--- config.mk ---
export PLATFORM = sky130hd
export DESIGN_NAME = pipeline_hazard_unit_flat
export DESIGN_NICKNAME = d
export VERILOG_FILES = /design/src/rtl/pipeline_hazard_unit_if.sv /design/src/rtl/pipeline_hazard_unit.sv /design/src/flat_wrapper.sv
export SDC_FILE = /design/constraint.sdc
export NUM_CORES = 1
export LEC_CHECK = 0
export ABC_AREA = 1
export BUFFER_PORTS_ARGS = -buffer_cell sky130_fd_sc_hd__buf_2
export CAP_MARGIN = 20
export CORE_AREA = 4 4 83 85
export CTS_BUF_LIST = sky130_fd_sc_hd__clkbuf_16
export DETAILED_ROUTE_END_ITERATION = 7
export DIE_AREA = 0 0 87 89
export GPL_ROUTABILITY_DRIVEN = 0
export PLACE_DENSITY_LB_ADDON = 0.3
export SKIP_CTS_REPAIR_TIMING = 1
export SLEW_MARGIN = 10
export SYNTH_ARGS = -nofsm -noshare
export SYNTH_HDL_FRONTEND = slang
export SYNTH_SLANG_ARGS = --single-unit
--- constraint.sdc ---
create_clock -name clk -period 3.3 [get_ports clk]
set_clock_uncertainty 0.1 [all_clocks]
set_input_delay 0.495 -clock clk [delete_from_list [all_inputs] [get_ports clk]]
set_output_delay 0.495 -clock clk [all_outputs]
set_load 0.005 [all_outputs]
--- src/rtl/pipeline_hazard_unit_if.sv ---
// Hazard-unit bundle: pipeline status flowing in, stage control and forwarding selects flowing out.
interface pipeline_hazard_unit_if #(
   parameter int unsigned REG_ADDR_W  = 5,
   parameter int unsigned STALL_CNT_W = 16
);
   logic                   debug_en;
   logic                   debug_step;
   logic                   rs_used;
   logic                   rt_used;
   logic [REG_ADDR_W-1:0]  addr_rs;
   logic [REG_ADDR_W-1:0]  addr_rt;
   logic                   branch_id;
   logic [REG_ADDR_W-1:0]  regw_addr_exe;
   logic                   wb_wen_exe;
   logic                   mem_ren_exe;
   logic [REG_ADDR_W-1:0]  regw_addr_mem;
   logic                   wb_wen_mem;
   logic                   mem_req_mem;
   logic                   mem_ready;

   logic                   if_en, id_en, exe_en, mem_en, wb_en;
   logic                   if_rst, id_rst, exe_rst, mem_rst, wb_rst;
   logic [1:0]             fwd_a_sel;
   logic [1:0]             fwd_b_sel;
   logic [STALL_CNT_W-1:0] stall_count;
   logic                   flushing;

   // Pipeline side: drives status, consumes control.
   modport master (
      output debug_en, debug_step, rs_used, rt_used, addr_rs, addr_rt, branch_id,
             regw_addr_exe, wb_wen_exe, mem_ren_exe, regw_addr_mem, wb_wen_mem,
             mem_req_mem, mem_ready,
      input  if_en, id_en, exe_en, mem_en, wb_en,
             if_rst, id_rst, exe_rst, mem_rst, wb_rst,
             fwd_a_sel, fwd_b_sel, stall_count, flushing
   );

   // Hazard unit side.
   modport slave (
      input  debug_en, debug_step, rs_used, rt_used, addr_rs, addr_rt, branch_id,
             regw_addr_exe, wb_wen_exe, mem_ren_exe, regw_addr_mem, wb_wen_mem,
             mem_req_mem, mem_ready,
      output if_en, id_en, exe_en, mem_en, wb_en,
             if_rst, id_rst, exe_rst, mem_rst, wb_rst,
             fwd_a_sel, fwd_b_sel, stall_count, flushing
   );
endinterface

--- src/rtl/pipeline_hazard_unit.sv ---
// Five-stage pipeline hazard unit: forwarding/stall detection, branch flush sequencing,
// memory/debug freeze and a saturating stall-cycle counter.
module pipeline_hazard_unit #(
   parameter int unsigned REG_ADDR_W     = 5,
   parameter bit          FWD_EN         = 1'b1,
   parameter int unsigned BRANCH_PENALTY = 3,
   parameter int unsigned STALL_CNT_W    = 16
) (
   input logic                  clk,
   input logic                  rst,
   pipeline_hazard_unit_if.slave hz
);
   localparam int unsigned CNT_W = 3;
   localparam logic [0:0] ST_RUN   = 1'b0;
   localparam logic [0:0] ST_FLUSH = 1'b1;

   logic [0:0]             state_q, state_d;
   logic [CNT_W-1:0]       flush_cnt_q, flush_cnt_d;
   logic                   debug_step_q;
   logic [STALL_CNT_W-1:0] stall_cnt_q, stall_cnt_d;

   logic [REG_ADDR_W-1:0]  addr_rs, addr_rt;
   logic                   rs_haz, rt_haz;
   logic                   a_exe, a_mem, b_exe, b_mem;
   logic                   step_pulse, freeze, reg_stall, stall_inc;
   logic [1:0]             fwd_a, fwd_b;
   logic [4:0]             en_c, flush_c;

   assign addr_rs = hz.addr_rs;
   assign addr_rt = hz.addr_rt;

   // Register r0 is hardwired zero, so it never creates a dependency.
   assign rs_haz = hz.rs_used && (addr_rs != '0);
   assign rt_haz = hz.rt_used && (addr_rt != '0);
   assign a_exe  = rs_haz && hz.wb_wen_exe && (addr_rs == hz.regw_addr_exe);
   assign a_mem  = rs_haz && hz.wb_wen_mem && (addr_rs == hz.regw_addr_mem);
   assign b_exe  = rt_haz && hz.wb_wen_exe && (addr_rt == hz.regw_addr_exe);
   assign b_mem  = rt_haz && hz.wb_wen_mem && (addr_rt == hz.regw_addr_mem);

   assign step_pulse = hz.debug_step & ~debug_step_q;
   assign freeze     = (hz.mem_req_mem & ~hz.mem_ready) | (hz.debug_en & ~step_pulse);

   // Operand source selection and data-hazard stall request.
   always_comb begin
      fwd_a     = 2'b00;
      fwd_b     = 2'b00;
      reg_stall = 1'b0;
      if (FWD_EN) begin
         if (a_exe && !hz.mem_ren_exe) fwd_a = 2'b01;
         else if (a_mem)               fwd_a = 2'b10;
         if (b_exe && !hz.mem_ren_exe) fwd_b = 2'b01;
         else if (b_mem)               fwd_b = 2'b10;
         reg_stall = (a_exe | b_exe) & hz.mem_ren_exe;
      end else begin
         reg_stall = a_exe | a_mem | b_exe | b_mem;
      end
   end

   // Stage control and flush sequencing; bit order is {if, id, exe, mem, wb}.
   always_comb begin
      en_c        = 5'b11111;
      flush_c     = 5'b00000;
      state_d     = state_q;
      flush_cnt_d = flush_cnt_q;
      if (!rst) begin
         flush_c = 5'b11111;
      end else if (freeze) begin
         en_c = 5'b00000;
      end else if (state_q == ST_FLUSH) begin
         flush_c[3]  = 1'b1;
         flush_cnt_d = flush_cnt_q - CNT_W'(1);
         if (flush_cnt_q == CNT_W'(1)) state_d = ST_RUN;
      end else if (reg_stall) begin
         en_c[4]    = 1'b0;
         en_c[3]    = 1'b0;
         flush_c[2] = 1'b1;
      end else if (hz.branch_id) begin
         flush_c[3] = 1'b1;
         if (BRANCH_PENALTY > 1) begin
            flush_cnt_d = CNT_W'(BRANCH_PENALTY - 1);
            state_d     = ST_FLUSH;
         end
      end
   end

   // Stalls requested during a flush are ignored, so they do not count.
   assign stall_inc = freeze | (reg_stall & (state_q == ST_RUN));

   always_comb begin
      stall_cnt_d = stall_cnt_q;
      if (stall_inc && (stall_cnt_q != '1)) stall_cnt_d = stall_cnt_q + STALL_CNT_W'(1);
   end

   always_ff @(posedge clk or negedge rst) begin
      if (!rst) begin
         state_q      <= ST_RUN;
         flush_cnt_q  <= '0;
         debug_step_q <= 1'b0;
         stall_cnt_q  <= '0;
      end else begin
         state_q      <= state_d;
         flush_cnt_q  <= flush_cnt_d;
         debug_step_q <= hz.debug_step;
         stall_cnt_q  <= stall_cnt_d;
      end
   end

   assign hz.if_en       = en_c[4];
   assign hz.id_en       = en_c[3];
   assign hz.exe_en      = en_c[2];
   assign hz.mem_en      = en_c[1];
   assign hz.wb_en       = en_c[0];
   assign hz.if_rst      = flush_c[4];
   assign hz.id_rst      = flush_c[3];
   assign hz.exe_rst     = flush_c[2];
   assign hz.mem_rst     = flush_c[1];
   assign hz.wb_rst      = flush_c[0];
   assign hz.fwd_a_sel   = rst ? fwd_a : 2'b00;
   assign hz.fwd_b_sel   = rst ? fwd_b : 2'b00;
   assign hz.stall_count = stall_cnt_q;
   assign hz.flushing    = rst && (state_q == ST_FLUSH);
endmodule
--- src/flat_wrapper.sv ---
// flat-port wrapper written by rule: the top's interface ports become plain ports
module pipeline_hazard_unit_flat 
#(
   parameter int unsigned REG_ADDR_W     = 5,
   parameter bit          FWD_EN         = 1'b1,
   parameter int unsigned BRANCH_PENALTY = 3,
   parameter int unsigned STALL_CNT_W    = 16
)
  (clk, rst, hz_debug_en, hz_debug_step, hz_rs_used, hz_rt_used, hz_addr_rs, hz_addr_rt, hz_branch_id, hz_regw_addr_exe, hz_wb_wen_exe, hz_mem_ren_exe, hz_regw_addr_mem, hz_wb_wen_mem, hz_mem_req_mem, hz_mem_ready, hz_if_en, hz_id_en, hz_exe_en, hz_mem_en, hz_wb_en, hz_if_rst, hz_id_rst, hz_exe_rst, hz_mem_rst, hz_wb_rst, hz_fwd_a_sel, hz_fwd_b_sel, hz_stall_count, hz_flushing);
  pipeline_hazard_unit_if #(.REG_ADDR_W(REG_ADDR_W), .STALL_CNT_W(STALL_CNT_W)) hz_i ();
  input logic clk;
  input logic rst;
  input wire logic [$bits(hz_i.debug_en)-1:0] hz_debug_en;
  input wire logic [$bits(hz_i.debug_step)-1:0] hz_debug_step;
  input wire logic [$bits(hz_i.rs_used)-1:0] hz_rs_used;
  input wire logic [$bits(hz_i.rt_used)-1:0] hz_rt_used;
  input wire logic [$bits(hz_i.addr_rs)-1:0] hz_addr_rs;
  input wire logic [$bits(hz_i.addr_rt)-1:0] hz_addr_rt;
  input wire logic [$bits(hz_i.branch_id)-1:0] hz_branch_id;
  input wire logic [$bits(hz_i.regw_addr_exe)-1:0] hz_regw_addr_exe;
  input wire logic [$bits(hz_i.wb_wen_exe)-1:0] hz_wb_wen_exe;
  input wire logic [$bits(hz_i.mem_ren_exe)-1:0] hz_mem_ren_exe;
  input wire logic [$bits(hz_i.regw_addr_mem)-1:0] hz_regw_addr_mem;
  input wire logic [$bits(hz_i.wb_wen_mem)-1:0] hz_wb_wen_mem;
  input wire logic [$bits(hz_i.mem_req_mem)-1:0] hz_mem_req_mem;
  input wire logic [$bits(hz_i.mem_ready)-1:0] hz_mem_ready;
  output wire logic [$bits(hz_i.if_en)-1:0] hz_if_en;
  output wire logic [$bits(hz_i.id_en)-1:0] hz_id_en;
  output wire logic [$bits(hz_i.exe_en)-1:0] hz_exe_en;
  output wire logic [$bits(hz_i.mem_en)-1:0] hz_mem_en;
  output wire logic [$bits(hz_i.wb_en)-1:0] hz_wb_en;
  output wire logic [$bits(hz_i.if_rst)-1:0] hz_if_rst;
  output wire logic [$bits(hz_i.id_rst)-1:0] hz_id_rst;
  output wire logic [$bits(hz_i.exe_rst)-1:0] hz_exe_rst;
  output wire logic [$bits(hz_i.mem_rst)-1:0] hz_mem_rst;
  output wire logic [$bits(hz_i.wb_rst)-1:0] hz_wb_rst;
  output wire logic [$bits(hz_i.fwd_a_sel)-1:0] hz_fwd_a_sel;
  output wire logic [$bits(hz_i.fwd_b_sel)-1:0] hz_fwd_b_sel;
  output wire logic [$bits(hz_i.stall_count)-1:0] hz_stall_count;
  output wire logic [$bits(hz_i.flushing)-1:0] hz_flushing;
  assign hz_i.debug_en = hz_debug_en;
  assign hz_i.debug_step = hz_debug_step;
  assign hz_i.rs_used = hz_rs_used;
  assign hz_i.rt_used = hz_rt_used;
  assign hz_i.addr_rs = hz_addr_rs;
  assign hz_i.addr_rt = hz_addr_rt;
  assign hz_i.branch_id = hz_branch_id;
  assign hz_i.regw_addr_exe = hz_regw_addr_exe;
  assign hz_i.wb_wen_exe = hz_wb_wen_exe;
  assign hz_i.mem_ren_exe = hz_mem_ren_exe;
  assign hz_i.regw_addr_mem = hz_regw_addr_mem;
  assign hz_i.wb_wen_mem = hz_wb_wen_mem;
  assign hz_i.mem_req_mem = hz_mem_req_mem;
  assign hz_i.mem_ready = hz_mem_ready;
  assign hz_if_en = hz_i.if_en;
  assign hz_id_en = hz_i.id_en;
  assign hz_exe_en = hz_i.exe_en;
  assign hz_mem_en = hz_i.mem_en;
  assign hz_wb_en = hz_i.wb_en;
  assign hz_if_rst = hz_i.if_rst;
  assign hz_id_rst = hz_i.id_rst;
  assign hz_exe_rst = hz_i.exe_rst;
  assign hz_mem_rst = hz_i.mem_rst;
  assign hz_wb_rst = hz_i.wb_rst;
  assign hz_fwd_a_sel = hz_i.fwd_a_sel;
  assign hz_fwd_b_sel = hz_i.fwd_b_sel;
  assign hz_stall_count = hz_i.stall_count;
  assign hz_flushing = hz_i.flushing;
  pipeline_hazard_unit #(.REG_ADDR_W(REG_ADDR_W), .FWD_EN(FWD_EN), .BRANCH_PENALTY(BRANCH_PENALTY), .STALL_CNT_W(STALL_CNT_W)) u_core (.clk(clk), .rst(rst), .hz(hz_i));
endmodule
-- Yosys cells after proc, flatten, opt, wreduce, memory -nomap -nowiden
Cells that the tools add are included.
- input bits: 32
- logic and storage cells: 71
- memories: 0
- RAM bits: 0
- ROM bits: 0
- register bits after elaboration: 21
- bits in latches: 0
- bitwise operators: 13
- multiplexer cells: 25
- add/sub/neg operators: 2
- multiply operators: 0
- shift-type cells: 0
- equality and inequality tests: 7
- reductions and logical operators: 20
- divide/modulo/power cells: 0
- order comparisons: 0
- operators with widths (cell ; count):
    2-to-1 mux 2 bit ; 12
    == test 5 bit ; 4
    adder 16 x 1 -> 16 bit (second input constant) ; 1
    inequality test 16 bit (second input constant) ; 1
    logical AND 1 bit ; 14
    2-to-1 mux 3 bit ; 4
    nonzero test 5 bit ; 2
    2-to-1 mux 1 bit ; 8
    bitwise AND 1 bit ; 5
    2-to-1 mux 5 bit ; 1
    inverter 1 bit ; 5
    AND reduction 4 bit ; 1
    == test 3 x 1 -> 1 bit (second input constant) ; 1
    bitwise OR 1 bit ; 3
    subtractor 3 x 1 -> 3 bit (second input constant) ; 1
    inequality test 2 x 1 -> 1 bit (second input constant) ; 1
    AND reduction 2 bit ; 1
    nonzero test 2 bit ; 1
    zero test 1 bit ; 1

-- Logic depth before layout (Yosys ltp)
Gate-level depths: netlist (run 1).
- depth after elaboration: 10
- depth in mapped cells: 13

-- Worst setup path before layout (run 1)
Ideal clock, no wire load.
- kind: input-to-output
- from: input hz_wb_wen_exe
- to: output hz_if_en
- required time: 2.705 ns
- cell stages on the path: 11
- path buffers: 2
- slack: 1.286 ns
- arrival: 1.419 ns
- path through: inv_1 -> a21oi_1 -> nand2_1 -> nor2_2 -> nand3_1 -> nand2_1 -> nand2_2 -> nand2_4 -> buf_4 -> nand2_1 -> buf_4
- word-level cells in the longest chain between the ends: 8
- ends and longest elaborated chain (element ; line ; text):
    from (decl) ; flat_wrapper.sv:21 ; input wire logic [$bits(hz_i.wb_wen_exe)-1:0] hz_wb_wen_exe;
    logical AND 1 bit (on tied branches) (2 in a row) ; pipeline_hazard_unit.sv:35, pipeline_hazard_unit.sv:37 ;
    bitwise OR 1 bit * ; pipeline_hazard_unit.sv:53 ; reg_stall = (a_exe | b_exe) & hz.mem_ren_exe;
    bitwise AND 1 bit * ; pipeline_hazard_unit.sv:53 ;
    2-to-1 mux 2 bit * ; pipeline_hazard_unit.sv:73 ; end else if (reg_stall) begin
    2-to-1 mux 2 bit * ; pipeline_hazard_unit.sv:69 ; end else if (state_q == ST_FLUSH) begin
    2-to-1 mux 2 bit * ; pipeline_hazard_unit.sv:67 ; end else if (freeze) begin
    2-to-1 mux 5 bit * ; pipeline_hazard_unit.sv:65 ; if (!rst) begin
    to (decl) ; flat_wrapper.sv:27 ; output wire logic [$bits(hz_i.if_en)-1:0] hz_if_en;
Every way passes the cells marked *; elsewhere a longest branch is shown, timed or not.

-- Worst setup path in the final report (run 1)
- from: input hz_addr_rt[1]
- to: output hz_id_rst
- word-level cells in the longest chain between the ends: 10
- ends and longest elaborated chain (element ; line ; text):
    from (decl) ; flat_wrapper.sv:18 ; input wire logic [$bits(hz_i.addr_rt)-1:0] hz_addr_rt;
    nonzero test 5 bit ; pipeline_hazard_unit.sv:34 ; assign rt_haz = hz.rt_used && (addr_rt != '0);
    logical AND 1 bit ; pipeline_hazard_unit.sv:34 ;
    logical AND 1 bit ; pipeline_hazard_unit.sv:37 ; assign b_exe = rt_haz && hz.wb_wen_exe && (addr_rt == hz.regw_addr_exe);
    logical AND 1 bit * ; pipeline_hazard_unit.sv:37 ;
    bitwise OR 1 bit * ; pipeline_hazard_unit.sv:53 ;
    bitwise AND 1 bit * ; pipeline_hazard_unit.sv:53 ;
    2-to-1 mux 1 bit * ; pipeline_hazard_unit.sv:73 ;
    2-to-1 mux 1 bit * ; pipeline_hazard_unit.sv:69 ;
    2-to-1 mux 2 bit * ; pipeline_hazard_unit.sv:67 ;
    2-to-1 mux 2 bit * ; pipeline_hazard_unit.sv:65 ;
    to (decl) ; flat_wrapper.sv:33 ; output wire logic [$bits(hz_i.id_rst)-1:0] hz_id_rst;
Marked as above.

==> results of run 1 <==
-- critical path, cell delays in order --
cell and delay [ns]:
buf_2 0.13, nor2_1 0.14, nand3_1 0.09, nand2_1 0.06, inv_1 0.06, nand3_1 0.08
nand2_1 0.06, nand2_2 0.09, nand2_4 0.16, o21ai_0 0.22, buf_2 0.14
-- power by group through the flow --
| stage | clock network, mW | logic (mW) | registers, mW |
|---|---|---|---|
| final | 0.256 | 0.264 | 0.356 |
| after detailed placement | 0 | 0.268 | 0.361 |
| after floorplan | 0 | 0.183 | 0.350 |
| after global routing | 0.280 | 0.304 | 0.365 |
| after CTS | 0.265 | 0.270 | 0.357 |
| after global placement | 0 | 0.263 | 0.359 |
-- flip-flops by register name (all words and copies together) (netlist names) --
signal and flops:
u_core.hz.stall_count 16, u_core.flush_cnt_q 3, u_core.debug_step_q 1, u_core.state_q 1
-- metal layers --
layer / wire [µm] / global-route usage [%]
met2: 2140 / 20.98
met4: 50 / 2.408
met1: 2166 / 16.18
met5: 0 / 0
met3: 189 / 2.212
-- stage by stage --
step	worst slack (ns)	area (µm²)	utilization, %
detailed placement	0.9718	2131	34.34
global route	0.8031	2210	35.61
finish	0.9741	2210	35.61
floorplan	1.286	1797	-
global placement	1.018	2131	34.34
CTS	0.9618	2210	35.61
-- cells in the mapped netlist (all sizes together), types with 2 or more instances --
master | n | area share (%)
inv | 41 | 8.6
nand4 | 6 | 2.9
o21ai | 8 | 2.2
nand2 | 80 | 19
buf | 9 | 4.2
o22ai | 3 | 1.0
xnor2 | 4 | 1.9
ha | 3 | 2.1
nor2 | 21 | 5.4
nor3 | 7 | 3.5
a21oi | 3 | 1.0
and3 | 2 | 0.70
xor2 | 14 | 6.8
dfrtp | 21 | 29
nand3 | 30 | 8.6
a211oi | 2 | 0.84
-- cell families after synthesis --
kind of cell / after synthesis / share of synthesized area (%)
flops: 21 / 29.25
fa+ha+maj: 3 / 2.089
simple gates: 148 / 41.02
xor+xnor: 18 / 8.774
buf+inv: 51 / 13.02
compound gates: 17 / 5.850
-- area by class of cell --
class / count / share of cell area, %
multi-input cells: 186 / 46.94
clock buffers: 3 / 3.398
well taps: 77 / 4.360
repair buffers: 63 / 14.38
inverters: 41 / 6.965
clock inverters: 1 / 0.1699
flip-flops and latches: 21 / 23.78
-- worst min-delay path by stage --
stage / cells after the start / endpoint / slack, ns
final: 2 / u_core.state_q / 0.16
after CTS: 2 / u_core.debug_step_q / 0.18
after global routing: 2 / u_core.debug_step_q / 0.19
after detailed placement: 2 / u_core.hz.stall_count[8] / 0.41
after global placement: 2 / u_core.flush_cnt_q[0] / 0.39
after floorplan: 0 / u_core.debug_step_q / 0.1
==> key figures, run 1 <==
STA
  • Max-slew headroom: 77.69%
  • Fin crit period: 2.326 ns
  • Max-slew violation count: 0
  • Least-Margin Pin Slew: 0.3347 ns
  • Hold slack: 0.1638 ns
  • Final Cycle Share: 70.48%
  • Maximum clock rate: 0.4299 GHz
  • Setup-violating endpoint count in the final report: 0
  • Setup_tns: 0 ns
  • Unrepaired setup endpoints after global routing: no
  • Final Hold Fails: 0

Die
  • Number of cell rows: 29
  • I/O pin total: 63
  • Die Ht: 89 µm
  • Die ar.: 7743 µm²
  • Die width: 87 µm
  • Core ar.: 6205 µm²
  • Initial Util: 28.96%

Power
  • Peak supply drop: 0.3001 mV
  • Tot Pwr: 0.8755 mW
  • Share of power burned in registers: 40.7%
  • Part of the power in combinational logic: 30.1%
  • Clock power share: 29.2%
  • Psw: 0.2970 mW
  • Switching Share: 33.92%
  • Pint: 0.5786 mW
  • PwrDens: 396.2 nW/µm²
  • LEAKAGE: 1.251 nW

Final layout
  • Multi-input logic area: 1037 µm²
  • Non-filler cells, final: 392
  • Fin nets: 351
  • Antenna Cells: 0
  • FF/Latch Area: 525.5 µm²
  • Most frequent cells in the layout: 66 x nand2_1, 62 x buf_2, 34 x inv_1
  • Share of cells above drive strength 1: 32.06%
  • Most common cell after layout, fill and taps aside: nand2_1
  • Area growth, synth to finish: 22.98%
  • Filler cells: 675

Routing
  • DRC viols: 0
  • Vias: 1758
  • DR WL/cell: 11.60 µm
  • Final ANT Viol Nets: 0
  • Starting DRT DRC Count: 64
  • Vias per cell: 4.485
  • WL final: 4547 µm
  • Pre-antenna DRT Iters: 6

Critical path
  • Worst Path Arrival: 1.73 ns
  • Worst setup path endpoint: hz_id_rst
  • Crit start category: primary input
  • Worst R2R Start: u_core.hz.stall_count[0]
  • Worst r2r dst: u_core.hz.stall_count[10]
  • CP Capture Type: primary output
  • Setup CP Type: in2out
  • CP max FO: 21
  • Crit path from: hz_addr_rt[1]
  • Worst endpoint required time: 2.70 ns
  • Worst r2r path cells: 7
  • Slack of the worst reg-to-reg path: 1.40 ns

Synth
  • Netlist cell types: 34
  • Post-synth EDFFs: 0
  • Asr flop ratio synth: 100.0%
  • YS warnings: 0
  • #FFs+latches synth: 21
  • Syn_nets: 293
  • Cell area after synthesis: 1797 µm²
  • Mean post-synth cell area: 6.964 µm²
  • Dominant synthesized flop cell: dfrtp_1
  • Sequential area share after synthesis: 29.25%
  • Mapped Cells: 258

Place
  • Count of input and output buffers: 62
  • DP HPWL: 3675 µm
  • Placed insts: 388

Global route
  • Vias in the first global route: 1734
  • First-pass GRT wire length: 7665 µm
  • GRT Total Usage: 12.24%
  • Largest net degree at the start of global routing: 29
  • Antenna violations before repair: 0
  • GRT Residual Overflow: 0

Clock network
  • # clock sinks: 21
  • CTS tree: done
  • H-tree depth: 1
  • Clk Latency, worst-skew pair: 0.25 ns
  • CTS root buffer: clkbuf_16
  • Clock-pin slew on the worst setup and hold paths: 0.06 ns
  • Longest Clk Path Bufs: 2
  • Num CTS Buffers: 3

Job
  • Max_cap viols: 0

Run status
  • Status: completed

Hold path
  • Min-Delay Path Class: in2async
No activity file was read; power rests on OpenSTA's default activity.
==> inputs of run 2 (changes only) <==
clock period = 2 ns   (was 3.3 ns; I/O delays follow)
==> key figures, run 2 (same netlist as run 1, synthesis figures left out) <==
Routing
  • WL final: 4612 µm (+1.4%)
  • Final ANT Viol Nets: 0 (unchanged)
  • DR WL/cell: 11.65 µm (+0.40%)
  • Starting DRT DRC Count: 116 (+81%)
  • Pre-antenna DRT Iters: 4 (-2)
  • Vias: 1767 (+0.51%)
  • Vias per cell: 4.462 (-0.50%)
  • DRC viols: 0 (unchanged)

Final layout
  • Antenna Cells: 0 (unchanged)
  • Most frequent cells in the layout: 66 x nand2_1, 62 x buf_2, 34 x inv_1
  • Multi-input logic area: 1046 µm² (+0.84%)
  • Final core utilization: 36.44% (+0.83 points)
  • Max reg flops: 16 (unchanged)
  • FF/Latch Area: 525.5 µm² (unchanged)
  • Most common cell after layout, fill and taps aside: nand2_1
  • Filler cells: 669 (-0.89%)
  • Area growth, synth to finish: 25.84%
  • Fin nets: 355 (+1.1%)
  • Share of cells above drive strength 1: 32.92% (+0.85 points)

Critical path
  • Most frequent CP cell: nand2_1
  • Cells along the critical path: buf_2 > inv_1 > nand2_1 > nand2_1 > nand2_1 > nor2_2 > nand3_1 > nand2_1 > nand2_2 > nand2_4 > buf_12 > nand2_1 > buf_2
  • CP max FO: 20 (-4.8%)
  • Crit start category: primary input
  • Slowest-stage cell, CP: buf_12
  • Setup CP Type: in2out
  • Worst endpoint required time: 1.60 ns (-1.10 ns)
  • CP Capture Type: primary output
  • CP top delay family: simple AND/OR/NAND/NOR gates
  • CP Buf/Inv Count: 4 (+1)
  • Worst Path Arrival: 1.47 ns (-0.26 ns)
  • Crit-path max cell delay: 0.16 ns (-0.06 ns)

Job
  • Max_cap viols: 0 (unchanged)

Power
  • Switching Share: 33.93% (about the same)
  • Pint: 0.9689 mW (+67%)
  • Clock power share: 29.0% (-0.2 points)
  • Share of power burned in registers: 39.8% (-0.9 points)
  • Part of the power in combinational logic: 31.2% (+1.1 points)
  • Psw: 0.4975 mW (+68%)
  • PwrDens: 648.6 nW/µm² (+64%)
  • LEAKAGE: 1.278 nW (+2.2%)
  • Tot Pwr: 1.466 mW (+67%)
  • Peak supply drop: 0.4645 mV (+55%)

STA
  • Hold slack: -0.02845 ns (-0.1923 ns)
  • Maximum clock rate: 0.5359 GHz
  • Least-Margin Pin Slew: 0.3388 ns (+0.004100 ns)
  • Max-slew violation count: 0 (unchanged)
  • Setup-violating endpoint count in the final report: 0 (unchanged)
  • Fin crit period: 1.866 ns
  • Unrepaired setup endpoints after global routing: yes
  • Max-slew headroom: 77.37% (-0.32 points)
  • Setup_tns: 0 ns (unchanged)
  • Final Cycle Share: 93.30%
  • Final Hold Fails: 21 (+21)

Place
  • DP HPWL: 3699 µm (+0.66%)
  • Count of input and output buffers: 62 (unchanged)

Run status
  • Status: finished, violations left
  • Failing checks: negative hold slack

Clock network
  • Num CTS Buffers: 3 (unchanged)
  • Longest Clk Path Bufs: 2 (unchanged)
  • CTS tree: done
  • Clock-pin slew on the worst setup and hold paths: 0.06 ns (about the same)
  • # clock sinks: 21 (unchanged)
  • CTS root buffer: clkbuf_16
  • Clk Latency, worst-skew pair: 0.25 ns (about the same)
  • H-tree depth: 1 (unchanged)

Global route
  • Antenna violations before repair: 0 (unchanged)
  • Largest net degree at the start of global routing: 29 (unchanged)
  • GRT Total Usage: 12.40% (+0.16 points)
  • First-pass GRT wire length: 7686 µm (+0.27%)
  • Vias in the first global route: 1634 (-5.8%)
  • GRT Residual Overflow: 0 (unchanged)

Die
  • Die Ht: 89 µm (unchanged)
  • I/O pin total: 63 (unchanged)
  • Core ar.: 6205 µm² (unchanged)
  • Die ar.: 7743 µm² (unchanged)
  • Number of cell rows: 29 (unchanged)
  • Die width: 87 µm (unchanged)
  • Initial Util: 28.96% (unchanged)

Hold path
  • Min-Delay Path Class: in2async
## run 2: per-layer routing
| layer | vias up | track usage (%) | share of wire (%) |
|---|---|---|---|
| met1 | 790 | 17.67 | 46 |
| met3 | 5 | 1.935 | 5.0 |
| met2 | 39 | 19.46 | 48 |
| met5 | - | 0 | 0 |
| met4 | 0 | 3.399 | 1.2 |
| li1 | 933 | - | - |
## run 2: path summary, 6_finish.rpt
check,endpoint,cells past startpoint,slack (ns),start
max,hz_id_en,13,0.13,hz_addr_rs[4]
min,u_core.hz.stall_count[14],2,-0.03,rst
max reg2reg,u_core.hz.stall_count[10],7,0.17,u_core.hz.stall_count[1]
min reg2reg,u_core.flush_cnt_q[0],2,0.41,u_core.flush_cnt_q[0]
max in group asynchronous,u_core.hz.stall_count[0],2,1.58,rst
min in group clk,u_core.debug_step_q,1,0.07,hz_debug_step
## run 2: power by group through the flow
stage | clock (mW) | combinational [mW] | sequential (mW)
2_1_floorplan | 0 | 0.302 | 0.578
3_5_place_dp | 0 | 0.461 | 0.589
4_1_cts | 0.441 | 0.463 | 0.583
3_3_place_gp | 0 | 0.452 | 0.588
6_report | 0.425 | 0.458 | 0.583
5_1_grt | 0.454 | 0.530 | 0.599
## run 2: final cells by class
| class | instances | share of cell area [%] |
|---|---|---|
| multi-input cells | 186 | 46.26 |
| inverters | 41 | 6.807 |
| repair buffers | 67 | 15.94 |
| flip-flops and latches | 21 | 23.24 |
| clock buffers | 3 | 3.320 |
| clock inverters | 1 | 0.1660 |
| well taps | 77 | 4.261 |
## run 2: stage by stage
| stage | instances | hold slack [ns] | area [µm²] | worst slack (ns) |
|---|---|---|---|---|
| 6_report | 396 | -0.02845 | 2261 | 0.1340 |
| 5_1_grt | 396 | 0.009464 | 2261 | -0.009773 |
| 4_1_cts | 396 | -0.005080 | 2252 | 0.1365 |
| 3_5_place_dp | 392 | 0.2687 | 2173 | 0.1441 |
| 3_3_place_gp | 392 | 0.2730 | 2173 | 0.1176 |
| 2_1_floorplan | 258 | -0.09559 | 1797 | 0.3759 |
## run 2: worst register-to-register path, cell delays in order (launching register included)
cell and delay (ns):
dfrtp_1 0.40, ha_1 0.22, nand3_2 0.14, nor2_4 0.15, nand4_4 0.30, and3_1 0.28, nand3_1 0.08, nand2_1 0.05
==> inputs of run 3 (changes only) <==
--- a/constraint.sdc
+++ b/constraint.sdc
@@ -4,2 +4,2 @@
 set_output_delay 0.3 -clock clk [all_outputs]
-set_load 0.005 [all_outputs]
+set_load 0.05 [all_outputs]
==> key figures, run 3 (same netlist as run 1, synthesis figures left out) <==
Critical path
  • Worst endpoint required time: 1.60 ns (about the same)
  • Setup CP Type: reg2out
  • CP Capture Type: primary output
  • Worst Path Arrival: 1.48 ns (about the same)
  • CP max FO: 3 (-85%)
  • Crit start category: flop

Clock network
  • Clock-pin slew on the worst setup and hold paths: 0.06 ns (about the same)
  • Clk Latency, worst-skew pair: 0.25 ns (about the same)
  • CTS root buffer: clkbuf_16
  • Num CTS Buffers: 3 (unchanged)
  • CTS tree: done
  • H-tree depth: 1 (unchanged)
  • # clock sinks: 21 (unchanged)
  • Longest Clk Path Bufs: 2 (unchanged)

Final layout
  • Filler cells: 647 (-3.3%)
  • Fin nets: 356 (+0.28%)
  • Max reg flops: 16 (unchanged)
  • Most common cell after layout, fill and taps aside: nand2_1
  • Most frequent cells in the layout: 65 x nand2_1, 62 x buf_2, 34 x inv_1
  • Finished layout cell area: 2275 µm² (+0.61%)
  • Share of cells above drive strength 1: 33.44% (+0.52 points)
  • Area growth, synth to finish: 26.60%
  • Antenna Cells: 0 (unchanged)

Routing
  • Starting DRT DRC Count: 96 (-17%)
  • WL final: 4690 µm (+1.7%)
  • Vias: 1761 (-0.34%)
  • Vias per cell: 4.436 (-0.59%)
  • DR WL/cell: 11.81 µm (+1.4%)
  • DRC viols: 0 (unchanged)
  • Final ANT Viol Nets: 0 (unchanged)
  • Pre-antenna DRT Iters: 4 (unchanged)

Place
  • Placed Instance Area: 2176 µm² (+0.12%)
  • Count of input and output buffers: 62 (unchanged)
  • DP HPWL: 3821 µm (+3.3%)

Die
  • Number of cell rows: 29 (unchanged)
  • I/O pin total: 63 (unchanged)
  • Initial Util: 28.96% (unchanged)
  • Core ar.: 6205 µm² (unchanged)
  • Die width: 87 µm (unchanged)
  • Die ar.: 7743 µm² (unchanged)
  • Die Ht: 89 µm (unchanged)

Global route
  • GRT Residual Overflow: 0 (unchanged)
  • Largest net degree at the start of global routing: 29 (unchanged)
  • First-pass GRT wire length: 8059 µm (+4.9%)
  • GRT Total Usage: 12.98% (+0.58 points)
  • Antenna violations before repair: 0 (unchanged)
  • Vias in the first global route: 1742 (+6.6%)

STA
  • Max-slew violation count: 0 (unchanged)
  • Final Cycle Share: 94.00% (+0.69 points)
  • Unrepaired setup endpoints after global routing: no
  • Least-Margin Pin Slew: 0.3303 ns (-0.008492 ns)
  • Final Hold Fails: 0 (-100%)
  • Hold slack: 0.02832 ns (+0.05678 ns)
  • Setup-violating endpoint count in the final report: 0 (unchanged)
  • Max-slew headroom: 77.78% (+0.41 points)
  • Maximum clock rate: 0.5319 GHz (-0.74%)
  • Fin crit period: 1.880 ns (+0.01389 ns)

Power
  • Peak supply drop: 0.4501 mV (-3.1%)
  • PwrDens: 733.7 nW/µm² (+13%)
  • LEAKAGE: 1.284 nW (+0.50%)
  • Tot Pwr: 1.669 mW (+14%)

Job
  • Max_cap viols: 0 (unchanged)

Hold path
  • Min-Delay Path Class: in2async

Run status
  • Status: completed
==> run 3: cell count changes in the layout (fill, tap and decap cells not counted) <==
cell,change
buf_12,+1
nand2_1,-1
nand2_2,+1
nand2_4,+1
nand2_8,-1
o21ai_0,-2
o21ai_1,+2
==> run 3: final timing paths <==
| path | end | start | depth (start not counted) | slack [ns] |
|---|---|---|---|---|
| min in group clk | u_core.debug_step_q | hz_debug_step | 1 | 0.07 |
| worst max-delay path | hz_exe_rst | u_core.debug_step_q | 6 | 0.12 |
| worst max register to register | u_core.hz.stall_count[6] | u_core.hz.stall_count[1] | 7 | 0.30 |
| max in group asynchronous | u_core.hz.stall_count[5] | rst | 3 | 1.63 |
| worst min register to register | u_core.flush_cnt_q[0] | u_core.flush_cnt_q[0] | 2 | 0.42 |
| worst min-delay path | u_core.debug_step_q | rst | 3 | 0.03 |
==> run 3: cell type report <==
class,instances,area (µm²),area share [%]
Sequential cell,21,525.5,23.10
Multi-Input combinational cell,186,1040,45.71
Clock inverter,1,3.754,0.1650
Clock buffer,3,75.07,3.300
Timing Repair Buffer,68,380.4,16.72
Inverter,41,153.9,6.766
Tap cell,77,96.34,4.235
==> run 3: metrics by stage <==
step / utilization [%] / instances / setup WS [ns] / TNS [ns]
after global placement: 35.07 / 392 / 0.1679 / 0
final: 36.66 / 397 / 0.1201 / 0
after global routing: 36.66 / 397 / 0.01528 / 0
after CTS: 36.34 / 396 / 0.08791 / 0
after floorplan: - / 258 / -0.07969 / -0.07969
after detailed placement: 35.07 / 392 / 0.1460 / 0
==> run 3: metal layers <==
metal	wire [µm]	track usage, %	vias up
li1	-	-	932
met3	245	2.857	6
met5	0	0	-
met1	2153	17.55	786
met2	2224	20.98	37
met4	66	3.399	0
==> run 3: where the power goes <==
group,internal (mW),switching (mW)
Clock,0.266,0.150
Combinational,0.211,0.458
Sequential,0.497,0.0856
Total,0.975,0.694
==> run 3: worst max-delay path, cell delays in order, from the launching register on <==
cell and delay, ns:
dfrtp_1 0.35, inv_1 0.05, nand2_1 0.05, a22oi_2 0.26
inv_1 0.10, o21ai_1 0.13, buf_2 0.28
